==> src/rtl/vga_timing_generator.sv <==
// vga_timing_generator: 640x480@60 raster timing with pixel tick, scan counters and pin-aligned sync/video flags
module vga_timing_generator #(
  parameter int CLK_DIV   = 2,
  parameter int H_VISIBLE = 640,
  parameter int H_FRONT   = 16,
  parameter int H_SYNC    = 96,
  parameter int H_BACK    = 48,
  parameter int V_VISIBLE = 480,
  parameter int V_FRONT   = 10,
  parameter int V_SYNC    = 2,
  parameter int V_BACK    = 33,
  parameter bit SYNC_POL  = 1'b0
) (
  input  logic        Clock,
  input  logic        Reset,
  input  logic        iEnable,
  output logic [10:0] oCol,
  output logic [10:0] oRow,
  output logic        oPixelTick,
  output logic        oHSync,
  output logic        oVSync,
  output logic        oVideoOn,
  output logic        oFrameStart
);
  localparam int H_TOTAL = H_VISIBLE + H_FRONT + H_SYNC + H_BACK;
  localparam int V_TOTAL = V_VISIBLE + V_FRONT + V_SYNC + V_BACK;
  localparam int DW = CLK_DIV > 1 ? $clog2(CLK_DIV) : 1;
  localparam logic [DW-1:0] DIV_LAST = DW'(CLK_DIV - 1);
  localparam logic [10:0] H_LAST = 11'(H_TOTAL - 1);
  localparam logic [10:0] V_LAST = 11'(V_TOTAL - 1);
  localparam logic [10:0] H_VIS = 11'(H_VISIBLE);
  localparam logic [10:0] V_VIS = 11'(V_VISIBLE);
  localparam logic [10:0] HS_BEG = 11'(H_VISIBLE + H_FRONT);
  localparam logic [10:0] HS_END = 11'(H_VISIBLE + H_FRONT + H_SYNC);
  localparam logic [10:0] VS_BEG = 11'(V_VISIBLE + V_FRONT);
  localparam logic [10:0] VS_END = 11'(V_VISIBLE + V_FRONT + V_SYNC);
  logic [DW-1:0] div_q, div_d;
  logic [10:0] col_q, col_d, row_q, row_d;
  logic hs_q, hs_d, vs_q, vs_d, von_q, von_d, fs_q, fs_d;
  logic tick, line_end, frame_end;
  always_comb begin
    tick = iEnable & (div_q == DIV_LAST);
    line_end = col_q == H_LAST;
    frame_end = line_end & (row_q == V_LAST);
    div_d = iEnable ? (tick ? '0 : div_q + 1'b1) : div_q;
    col_d = tick ? (line_end ? '0 : col_q + 11'd1) : col_q;
    row_d = (tick & line_end) ? (frame_end ? '0 : row_q + 11'd1) : row_q;
    // Sync/video are decoded from the counters and registered so the pins line up with the compositor's RGB register.
    hs_d = iEnable ? ((col_q >= HS_BEG && col_q < HS_END) ? SYNC_POL : ~SYNC_POL) : hs_q;
    vs_d = iEnable ? ((row_q >= VS_BEG && row_q < VS_END) ? SYNC_POL : ~SYNC_POL) : vs_q;
    von_d = iEnable ? (col_q < H_VIS && row_q < V_VIS) : von_q;
    fs_d = tick & frame_end;
  end
  always_ff @(posedge Clock or posedge Reset)
    if (Reset) begin
      div_q <= '0;
      col_q <= '0;
      row_q <= '0;
      hs_q <= ~SYNC_POL;
      vs_q <= ~SYNC_POL;
      von_q <= 1'b0;
      fs_q <= 1'b0;
    end else begin
      div_q <= div_d;
      col_q <= col_d;
      row_q <= row_d;
      hs_q <= hs_d;
      vs_q <= vs_d;
      von_q <= von_d;
      fs_q <= fs_d;
    end
  assign oCol = col_q;
  assign oRow = row_q;
  assign oPixelTick = tick & ~Reset;
  assign oHSync = hs_q;
  assign oVSync = vs_q;
  assign oVideoOn = von_q;
  assign oFrameStart = fs_q & iEnable;
endmodule

==> config.mk <==
export PLATFORM = sky130hd
export DESIGN_NAME = vga_timing_generator
export DESIGN_NICKNAME = d
export VERILOG_FILES = /design/src/rtl/vga_timing_generator.sv
export SDC_FILE = /design/constraint.sdc
export NUM_CORES = 1
export LEC_CHECK = 0
export ABC_AREA = 1
export CORE_MARGIN = 3
export CORE_UTILIZATION = 47
export DETAILED_ROUTE_END_ITERATION = 10
export GPL_TIMING_DRIVEN = 0
export PLACE_DENSITY = 0.76
export SLEW_MARGIN = 20
export SYNTH_ARGS = -nofsm -noshare
export SYNTH_HDL_FRONTEND = slang
export SYNTH_SLANG_ARGS = --single-unit
==> constraint.sdc <==
create_clock -name Clock -period 1.4 [get_ports Clock]
set_clock_uncertainty 0.1 [all_clocks]
set_input_delay 0.28 -clock Clock [delete_from_list [all_inputs] [get_ports Clock]]
set_output_delay 0.28 -clock Clock [all_outputs]
set_load 0.005 [all_outputs]
==> results.md, run 1 <==
* Outcome: complete, but fails checks
* Violated checks: negative setup slack
* DR vias/cell at 5.009
* Area inside the core boundary at 3203 um2
* First-pass GRT wire length at 7286 um
* Accumulated negative setup slack at -1471 ps
* Initial standard-cell utilization of the core at 51.80%
* Die W at 65.42 um
* Type of the tightest min-delay check: in2reg
* Highest clock rate at 660.5 MHz
* Netlist cell types at 28
* Number of enable flip-flop cells after synthesis at 0
* Mapped cell area at 1659 um2
* Clock Root Buffer: clkbuf_4
* Max-cap viol count at 0
* Adder-Cell Fraction of Synth Area at 3.771%
* Reg clk slew, reported paths at 140 ps
* DR WL/cell at 13.54 um
* Row count at 20
* Post-route ant nets at 0
* Total power per unit cell area at 815.1 nW/um2
* Number of standard cells after synthesis at 222
* Pin count of the biggest net entering global routing at 28
* Kind of end point of the critical path: flip-flop
* Max-slew violations at 0
* Area share of the largest cell type after synthesis at 37.71%
* Warnings, synthesis at 0
* Post-synthesis register bit count at 27
* Cells along the critical path: ha_4 > buf_6 > nand2_4 > nor2_4 > nand2_4 > nor2_4 > nand3_2 > o21ai_1
* Die area at 4279 um2
* Worst-path maximum fanout at 4
* Post-synthesis xor/xnor area fraction at 3.167%
* Sinks on the clock net at 27
* Half-perimeter wire length after placement at 2575 um
* Number of failing setup endpoints in the final timing report at 19
* Peak VDD IR at 0.0006442 V
* Diode insertion count for antenna repair at 0
* Number of placed instances with taps included at 294
* Number of DRC markers after the initial detailed-route iteration at 122
* Die span in y at 65.42 um
* Crit share post-route at 108.2%
* Maximum clock insertion buffer count at 2
* Net count after synthesis at 230
* Critical path's slowest cell: dfrtp_1
* DRC viols at 0
* Async set or reset register ratio after synthesis at 100.0%
* Simple-gate area share of the yosys netlist at 38.16%
* Cell type group with the largest total delay on the critical path: simple AND/OR/NAND/NOR gates
* Delay of the slowest cell on the worst path at 440 ps
* TritonCTS clock tree: done
* Total I/O pin count at 30
* Average size of a mapped cell at 7.473 um2
* Worst Setup Path Type: reg2reg
* Minimum setup slack in the final design at -114.1 ps
* Worst slack at placement at -299.1 ps
* Endpoint required time on the critical path at 1550 ps
* Non-filler instance count after layout at 337
* Global placement routability congestion at 0.8328
* Startpoint Class: flip-flop
* Overall global routing resource usage at 21.80%
* Overflow left after global routing at 0
* Layout overhead on the synthesized area at 50.00%
* H-Tree Level Count at 1
* Number of search-and-repair iterations in the first detailed-routing pass at 4
* Net count reported at finish at 302
* Initial antenna violation count at 0
* Worst Tran Pin Value at 963.9 ps
* Via count of the first global-routing pass at 1583
* Largest family of logic cells by synthesized area: simple AND/OR/NAND/NOR gates
* Worst Path Buf+Inv at 1
* Routed Wire Length at 4564 um
* Cell taking the most area after synthesis: dfrtp_1
* Final hold violation count at 0
* Leading post-synthesis cells by cell area: dfrtp_1 38%, nand2_1 14%, inv_1 7.0%
* Via count at 1688
* Number of buffers inserted by port buffering at 28
* Inserted Clock Buffers at 3
* Fraction of the mapped netlist area in compound gates at 5.204%
* Share of final-layout standard cells stronger than drive strength 1 at 41.64%
* Most instantiated flip-flop cell in the synthesis netlist: dfrtp_1
* P_leak at 1.173 nW
* Proportion of synthesized area in mux cells at 0%
* RSZ-0062 raised after global routing: true
* Worst rel slew slack at 35.34%
* Worst-skew pair later-pin latency at 320 ps
* Part of the Yosys area used for sequential elements at 40.87%
* Time the worst path needs with I/O delays and setup at 1514 ps
* Critical path data arrival time at 1670 ps
-- sequential cells by signal, summed over array words and instances, names as in the netlist --
register / flops
oRow: 11
fs_q: 1
oCol: 11
div_q: 1
oHSync: 1
oVideoOn: 1
oVSync: 1
-- logic make-up after synthesis --
| group | count (synthesis) |
|---|---|
| adder cells (fa/ha/maj) | 5 |
| AO/OA/AOI/OAI | 16 |
| flip-flops | 27 |
| XOR/XNOR | 6 |
| AND/OR/NAND/NOR | 133 |
| buffers and inverters | 35 |
-- Yosys cell counts (3+ instances only) --
cell and instances:
o21ai_0 6, xor2_1 3, inv_1 31, nand3b_1 3, dfrtp_1 25, nor2_1 28, nor3_1 5, nor2_2 4
nand2_1 62, nor2_4 4, o21ai_1 6, nand4_1 6, ha_1 5, nand3_1 14, xnor2_1 3
-- through the flow --
stage | power, W | hold WS, ps | area, um2 | util (%)
final | 0.002029 | 111.7 | 2489 | 77.70
after global routing | 0.002148 | 95.82 | 2489 | 77.70
after CTS | 0.001893 | 105.9 | 2297 | 71.72
after detailed placement | 0.001446 | 380.4 | 1994 | 62.27
after global placement | 0.001429 | 382.2 | 1994 | 62.27
after floorplan | 0.001214 | 231.2 | 1659 | -
-- placed cells by master (no fill, tap or decap), types with 2 or more instances in the layout --
master            n
nand3b_1          3
nor3_2            3
xnor2_1           3
nand2_1          47
nand3_2           5
nor2_1           21
dfstp_2           2
buf_6            10
buf_4            34
dfrtp_2          12
nand2_4           4
nor2_2           10
dfrtp_1          13
clkbuf_4          3
inv_1            25
clkdlybuf4s15_1  17
nor3_1            2
ha_1              3
nand4_1           6
ha_4              2
nor2_4            5
xor2_1            3
clkbuf_2          7
nand2_2          13
nand3_1           9
o21ai_1          10
nand3_4           3
inv_2             4
-- routing by layer --
| metal | GRT usage, % | vias up | part of all wire [%] |
|---|---|---|---|
| li1 | - | 843 | - |
| met1 | 29.36 | 776 | 46 |
| met2 | 35.15 | 61 | 48 |
| met3 | 3.761 | 8 | 4.8 |
| met4 | 7.772 | 0 | 1.7 |
| met5 | 0 | - | 0 |
-- power breakdown --
group / switching, W / leakage (nW) / internal (W)
Sequential: 0.0000729 / 0.322 / 0.000879
Clock: 0.000224 / 0.0150 / 0.000111
Combinational: 0.000381 / 0.836 / 0.000360
Total: 0.000678 / 1.17 / 0.00135
-- worst reg2reg max path, cell delays in order (launching register included) --
cell	delay, ps
dfrtp_1	440
ha_4	190
buf_6	100
nand2_4	40
nor2_4	160
nand2_4	90
nor2_4	170
nand3_2	80
o21ai_1	80
-- layout make-up --
type                       instances  area [um2]
timing repair buffer              67       561.8
multi-input combinational        160       998.5
clock buffer                       4       26.28
sequential                        27       693.2
tap                               44       55.05
inverter                          32       127.6
buffer                             3       26.28
fill                             228       714.4
-- timing repair --
| action | CTS | global route |
|---|---|---|
| resized for setup | 78 | 64 |
| endpoints found under the setup margin | 42 | 44 |
| gates cloned | 1 | 0 |
| pin swaps | 11 | 15 |
| hold buffers | 0 | 0 |
| setup buffers | 29 | 11 |
-- final timing paths --
kind	from	to	slack [ps]	cells after the start
setup / recovery	oCol[1]$_DFFE_PP0P_	oRow[1]$_DFFE_PP0P_	-110	8
hold / removal	iEnable	oHSync$_DFFE_PP1P_	110	2
setup reg to reg	oCol[1]$_DFFE_PP0P_	oRow[1]$_DFFE_PP0P_	-110	8
max in group asynchronous	Reset	oCol[4]$_DFFE_PP0P_	410	2
min in group asynchronous	Reset	oRow[3]$_DFFE_PP0P_	310	2
hold reg to reg	oHSync$_DFFE_PP1P_	oHSync$_DFFE_PP1P_	400	2
(Power assumes the default switching activity.)
==> run 2, diff against run 1 <==
Settings changed: CELL_PAD_IN_SITES_DETAIL_PLACEMENT set to 1, CELL_PAD_IN_SITES_GLOBAL_PLACEMENT set to 1, CORE_UTILIZATION 47 to 34, PLACE_DENSITY 0.76 to not set, PLACE_DENSITY_LB_ADDON set to 0.1.
==> run 2 against run 1 <==
Effect of this change: the flow still finishes with violations (negative setup slack); combinational power rose by 3%; die area is 34% higher; routed wire length is 35% higher; largest power group unchanged; critical endpoint is now oRow[3]$_DFFE_PP0P_; sequential share of layout area down 2.5 points; highest routed layer unchanged.
==> results.md, run 2 (synthesis gave the netlist of run 1 again) <==
* RSZ-0062 raised after global routing: true
* Share of final-layout standard cells stronger than drive strength 1 at 44.74% (+3.1 points)
* Total I/O pin count at 30 (unchanged)
* Via count at 1810 (+7.2%)
* Worst-skew pair later-pin latency at 290 ps (-30 ps)
* Startpoint Class: flip-flop
* Worst Setup Path Type: reg2reg
* Diode insertion count for antenna repair at 0 (unchanged)
* Register Area at 693.2 um2 (unchanged)
* Overflow left after global routing at 0 (unchanged)
* Type of the tightest min-delay check: in2reg
* Non-filler instance count after layout at 369 (+9.5%)
* Global placement routability congestion at 0.8083 (-2.9%)
* Net count reported at finish at 313 (+3.6%)
* Number of failing setup endpoints in the final timing report at 22 (+3)
* Max-slew violations at 0 (unchanged)
* Die W at 75.86 um (+16%)
* Number of placed instances with taps included at 315 (+7.1%)
* Most frequent standard cell in the layout excluding fill and tap cells: nand2_1
* Accumulated negative setup slack at -2407 ps (-935.6 ps)
* DRC viols at 0 (unchanged)
* Number of DRC markers after the initial detailed-route iteration at 68 (-44%)
* Number of buffers inserted by port buffering at 28 (unchanged)
* Highest-count cells in the layout ignoring fill and taps: 52 x nand2_1, 42 x buf_4, 23 x inv_1
* Number of search-and-repair iterations in the first detailed-routing pass at 4 (unchanged)
* First-pass GRT wire length at 8818 um (+21%)
* Inserted Clock Buffers at 3 (unchanged)
* Crit share post-route at 112.4% (+4.2 points)
* Worst-path maximum fanout at 5 (+1)
* Final hold violation count at 0 (unchanged)
* Endpoint required time on the critical path at 1480 ps (-70 ps)
* P_leak at 1.327 nW (+13%)
* Overall global routing resource usage at 20.32% (-1.5 points)
* Area inside the core boundary at 4534 um2 (+42%)
* Total of fill cells in the finished design at 545 (+140%)
* Worst Tran Pin Value at 632.1 ps (-331.8 ps)
* DR vias/cell at 4.905 (-2.1%)
* Initial standard-cell utilization of the core at 36.59% (-15 points)
* Initial antenna violation count at 0 (unchanged)
* Sinks on the clock net at 27 (unchanged)
* Via count of the first global-routing pass at 1923 (+21%)
* Layout overhead on the synthesized area at 64.93%
* Post-route ant nets at 0 (unchanged)
* Routed Wire Length at 6162 um (+35%)
* Total power per unit cell area at 796.7 nW/um2 (-2.3%)
* Reg clk slew, reported paths at 100 ps (-40 ps)
* Outcome: complete, but fails checks
* TritonCTS clock tree: done
* Minimum setup slack in the final design at -173.5 ps (-59.43 ps)
* Row count at 24 (+20%)
* Post-CTS Hold Fix Bufs at 0 (unchanged)
* Clock Root Buffer: clkbuf_8
* Kind of end point of the critical path: flip-flop
* Maximum clock insertion buffer count at 2 (unchanged)
* DR WL/cell at 16.70 um (+23%)
* H-Tree Level Count at 1 (unchanged)
* Area taken by multi-input logic gates at 1076 um2 (+7.8%)
* Highest clock rate at 635.5 MHz (-3.8%)
* Violated checks: negative setup slack
* Time the worst path needs with I/O delays and setup at 1574 ps (+59.43 ps)
* Max-cap viol count at 0 (unchanged)
* Pin count of the biggest net entering global routing at 28 (unchanged)
* Peak VDD IR at 0.0008375 V (+30%)
* Critical path data arrival time at 1650 ps (-20 ps)
* Half-perimeter wire length after placement at 3148 um (+22%)
* Die span in y at 75.86 um (+16%)
* Worst rel slew slack at 57.80% (+22 points)
* Die area at 5754 um2 (+34%)
## run 2: critical path, cell delays in order, from the launching register on
cell and delay, ps:
dfrtp_1 410, ha_4 180, nand3_4 90, nor2_4 150
nand3_4 130, buf_12 160, buf_8 120, nand2_1 60
nand2_1 70
## run 2: final cells by class
class,count,share of cell area (%)
inverter,32,4.572
clock inverter,1,0.1829
tap,65,2.972
sequential,27,25.33
clock buffer,3,1.509
multi-input combinational,160,39.32
timing repair buffer,78,25.01
buffer,3,1.097
## run 2: per-stage QoR
| stage | total power (W) | setup slack, ps | utilization, % | hold slack (ps) | instance area, um2 |
|---|---|---|---|---|---|
| floorplan | 0.001214 | 0.6004 | - | 231.2 | 1659 |
| global placement | 0.001439 | -374.7 | 44.56 | 388.7 | 2021 |
| detailed placement | 0.001444 | -339.3 | 44.56 | 393.5 | 2021 |
| CTS | 0.002077 | -105.8 | 54.88 | 145.7 | 2489 |
| global route | 0.002328 | -249.9 | 60.35 | 143.7 | 2736 |
| finish | 0.002180 | -173.5 | 60.35 | 152.2 | 2736 |
## run 2: per-layer routing
metal	wire length, um	up-vias	global-route usage (%)	part of all wire, %
met5	0	-	0	0
met4	218	0	5.243	3.5
met3	169	18	3.694	2.7
met2	3346	41	38.59	54
met1	2427	889	23.03	39
li1	-	862	-	-
## run 2: repair_timing
action,in CTS,in global routing
setup endpoints to repair,45,30
gates cloned,1,0
setup buffers,41,8
gates resized for setup,74,56
endpoints found under the hold margin,0,0
pin swaps,10,14
## run 2: path summary, 6_finish.rpt
kind,startpoint,to,slack (ps),cells past startpoint
setup / recovery,oCol[1]$_DFFE_PP0P_,oRow[3]$_DFFE_PP0P_,-170,8
hold / removal,iEnable,oHSync$_DFFE_PP1P_,150,2
setup reg to reg,oCol[1]$_DFFE_PP0P_,oRow[3]$_DFFE_PP0P_,-170,8
hold reg to reg,oVSync$_DFFE_PP1P_,oVSync$_DFFE_PP1P_,420,2
max in group asynchronous,Reset,oCol[4]$_DFFE_PP0P_,410,2
min in group asynchronous,Reset,oRow[2]$_DFFE_PP0P_,340,2
## run 2: power by group
part           total (W)  internal, W  switching [W]  leakage, nW
Combinational   0.000760     0.000370       0.000389        0.980
Clock           0.000477     0.000201       0.000276       0.0255
Sequential      0.000944     0.000876      0.0000677        0.322
==> run 3, diff against run 2 <==
Settings changed: GPL_TIMING_DRIVEN 0 to not set, SLEW_MARGIN 20 to 15.
==> run 3 against run 2 <==
Effect of this change: the flow still finishes with violations (negative setup slack); sequential power is 0.5% higher; die area did not move; hold slack better by 220 ps; global-route usage increased by 2.8 points; total power increased by 5.2%; count of clock-buffer cells in the layout stayed put; register-to-register slack better by 60 ps; cell area increased by 3.0%; critical path depth stayed put; via count rose by 5.3%; critical path type unchanged; critical endpoint is now oCol[10]$_DFFE_PP0P_.
==> results.md, run 3 (synthesis gave the netlist of run 1 again) <==
* Outcome: complete, but fails checks
* Violated checks: negative setup slack
* Total of fill cells in the finished design at 535 (-1.8%)
* Overall global routing resource usage at 23.13% (+2.8 points)
* Peak VDD IR at 0.0006657 V (-21%)
* Half-perimeter wire length after placement at 3495 um (+11%)
* Max-slew violations at 0 (unchanged)
* Minimum setup slack in the final design at -114.2 ps (+59.34 ps)
* Kind of end point of the critical path: flip-flop
* Cells along the critical path: buf_6 > ha_4 > nand2_2 > nor2_4 > nand3b_1 > nor2_1 > nor2_1 > nor2_1
* Worst-case register-to-register setup slack at -110 ps (+60 ps)
* Die area at 5754 um2 (unchanged)
* Total I/O pin count at 30 (unchanged)
* Total power per unit cell area at 813.7 nW/um2 (+2.1%)
* Switching part of the total power at 34.77% (+1.2 points)
* Crit share post-route at 108.2% (-4.2 points)
* Maximum clock insertion buffer count at 2 (unchanged)
* Diode insertion count for antenna repair at 0 (unchanged)
* Area inside the core boundary at 4534 um2 (unchanged)
* Number of search-and-repair iterations in the first detailed-routing pass at 4 (unchanged)
* Sequential power share at 41.4% (-1.9 points)
* Initial standard-cell utilization of the core at 36.59% (unchanged)
* Share of power burned in the clock network at 21.3% (-0.6 points)
* Overflow left after global routing at 0 (unchanged)
* RSZ-0062 raised after global routing: true
* Final hold slack at 369.5 ps (+217.3 ps)
* Row count at 24 (unchanged)
* Layout overhead on the synthesized area at 69.91%
* Critical path's slowest cell: dfrtp_1
* Delay of the slowest cell on the worst path at 390 ps (-20 ps)
* Net count reported at finish at 330 (+5.4%)
* Number of failing setup endpoints in the final timing report at 20 (-9.1%)
* Worst Tran Pin Value at 254.9 ps (-377.2 ps)
* Post-route ant nets at 0 (unchanged)
* DR WL/cell at 17.10 um (+2.4%)
* Origin of the critical flop-to-flop path: oCol[0]$_DFFE_PP0P_
* H-Tree Level Count at 1 (unchanged)
* Via count at 1906 (+5.3%)
* Cell internal power dissipation at 0.001496 W (+3.4%)
* Number of placed instances with taps included at 347 (+10%)
* Worst Path Buf+Inv at 1 (-1)
* Worst-skew pair later-pin latency at 290 ps (about the same)
* Initial antenna violation count at 0 (unchanged)
* Non-filler instance count after layout at 386 (+4.6%)
* DRC viols at 0 (unchanged)
* Via count of the first global-routing pass at 2022 (+5.1%)
* Worst-path maximum fanout at 3 (-2)
* Die span in y at 75.86 um (unchanged)
* Pin count of the biggest net entering global routing at 28 (unchanged)
* Post-CTS Hold Fix Bufs at 0 (unchanged)
* Endpoint required time on the critical path at 1530 ps (+50 ps)
* Clock Root Buffer: clkbuf_8
* Highest-count cells in the layout ignoring fill and taps: 56 x nand2_1, 53 x buf_4, 24 x inv_1
* Final hold violation count at 0 (unchanged)
* First-pass GRT wire length at 9956 um (+13%)
* Critical path data arrival time at 1650 ps (about the same)
* Highest clock rate at 660.4 MHz (+3.9%)
* Share of final-layout standard cells stronger than drive strength 1 at 44.55% (-0.19 points)
* Sinks on the clock net at 27 (unchanged)
* Worst reg2reg endpoint: oCol[10]$_DFFE_PP0P_
* Startpoint Class: flip-flop
* Cell type with the highest occurrence count on the critical path: nor2_1
* Die W at 75.86 um (unchanged)
* P_leak at 1.397 nW (+5.3%)
* Cell type group with the largest total delay on the critical path: simple AND/OR/NAND/NOR gates
* Reg clk slew, reported paths at 110 ps (about the same)
* Time the worst path needs with I/O delays and setup at 1514 ps (-59.34 ps)
* Combinational power share at 37.3% (+2.5 points)
* Type of the tightest min-delay check: in2async
* Switching power of the nets at 0.0007975 W (+8.9%)
* Path depth of the worst reg2reg path at 8 (unchanged)
* Worst rel slew slack at 82.99% (+25 points)
* Inserted Clock Buffers at 3 (unchanged)
* Global placement routability congestion at 0.7999 (-1.0%)
* Routed Wire Length at 6601 um (+7.1%)
* Max-cap viol count at 0 (unchanged)
* Worst Setup Path Type: reg2reg
* Most frequent standard cell in the layout excluding fill and tap cells: nand2_1
* DR vias/cell at 4.938 (+0.67%)
* Number of buffers inserted by port buffering at 29 (+3.6%)
* TritonCTS clock tree: done
* Number of DRC markers after the initial detailed-route iteration at 62 (-8.8%)
* Worst slack at placement at -465.3 ps (-126.0 ps)
==> run 3: cell count changes in the layout (fill, tap and decap cells not counted), moves of 6 or more <==
cell	before	now
buf_6	8	14
dfrtp_1	13	19
dfrtp_2	12	6
buf_4	42	53
==> run 3: cell type report <==
cell class                      count  area (um2)  share of cell area (%)
Tap cell                           65       81.33                   2.885
Multi-Input combinational cell    163        1064                   37.73
Inverter                           32       127.6                   4.527
Timing Repair Buffer               95       812.0                   28.81
Clock buffer                        3       41.29                   1.465
Sequential cell                    27       685.7                   24.32
Clock inverter                      1       7.507                  0.2663
==> run 3: what timing repair did <==
action / CTS / global route
gates resized for setup: 99 / 34
pin swaps: 19 / 14
cloned: 3 / 0
endpoints found under the setup margin: 47 / 30
setup buffers: 28 / 7
==> run 3: metrics by stage <==
step	TNS [ps]	power [W]	instance area, um2	util (%)
2_1_floorplan	0	0.001214	1659	-
3_3_place_gp	-8269	0.001552	2272	50.11
3_5_place_dp	-9291	0.001568	2272	50.11
4_1_cts	-1089	0.002205	2665	58.77
5_1_grt	-3849	0.002442	2819	62.17
6_report	-1590	0.002294	2819	62.17
==> run 3: how the worst max path moves through the flow <==
stage	slack [ps]	depth (start not counted)	to	from
global placement	-440	4	oPixelTick	iEnable
finish	-110	8	oCol[10]$_DFFE_PP0P_	oCol[0]$_DFFE_PP0P_
floorplan	0.6	7	oRow[7]$_DFFE_PP0P_	oCol[0]$_DFFE_PP0P_
global route	-260	8	oCol[10]$_DFFE_PP0P_	oCol[0]$_DFFE_PP0P_
CTS	-80	8	oRow[9]$_DFFE_PP0P_	oCol[1]$_DFFE_PP0P_
detailed placement	-470	4	oPixelTick	iEnable
==> run 3: power groups by stage <==
stage	Sequential, W	Combinational [W]	Clock [W]
floorplan	0.000994	0.000220	0
global placement	0.000985	0.000567	0
detailed placement	0.000986	0.000581	0
CTS	0.000933	0.000770	0.000501
global route	0.000960	0.000933	0.000549
finish	0.000949	0.000856	0.000488
==> run 3: worst reg2reg max path, delay by kind of cell, from the launching register on <==
kind | cells | cell delay (ps)
flip-flops | 1 | 390
AND/OR/NAND/NOR | 6 | 690
buffers and inverters | 1 | 120
adder cells (fa/ha/maj) | 1 | 160
==> run 3: routing by layer <==
| layer | track usage (%) | vias up | share of wire (%) |
|---|---|---|---|
| li1 | - | 902 | - |
| met1 | 25.04 | 949 | 38 |
| met2 | 44.20 | 40 | 57 |
| met3 | 4.485 | 15 | 3.2 |
| met4 | 7.767 | 0 | 2.6 |
| met5 | 0 | - | 0 |
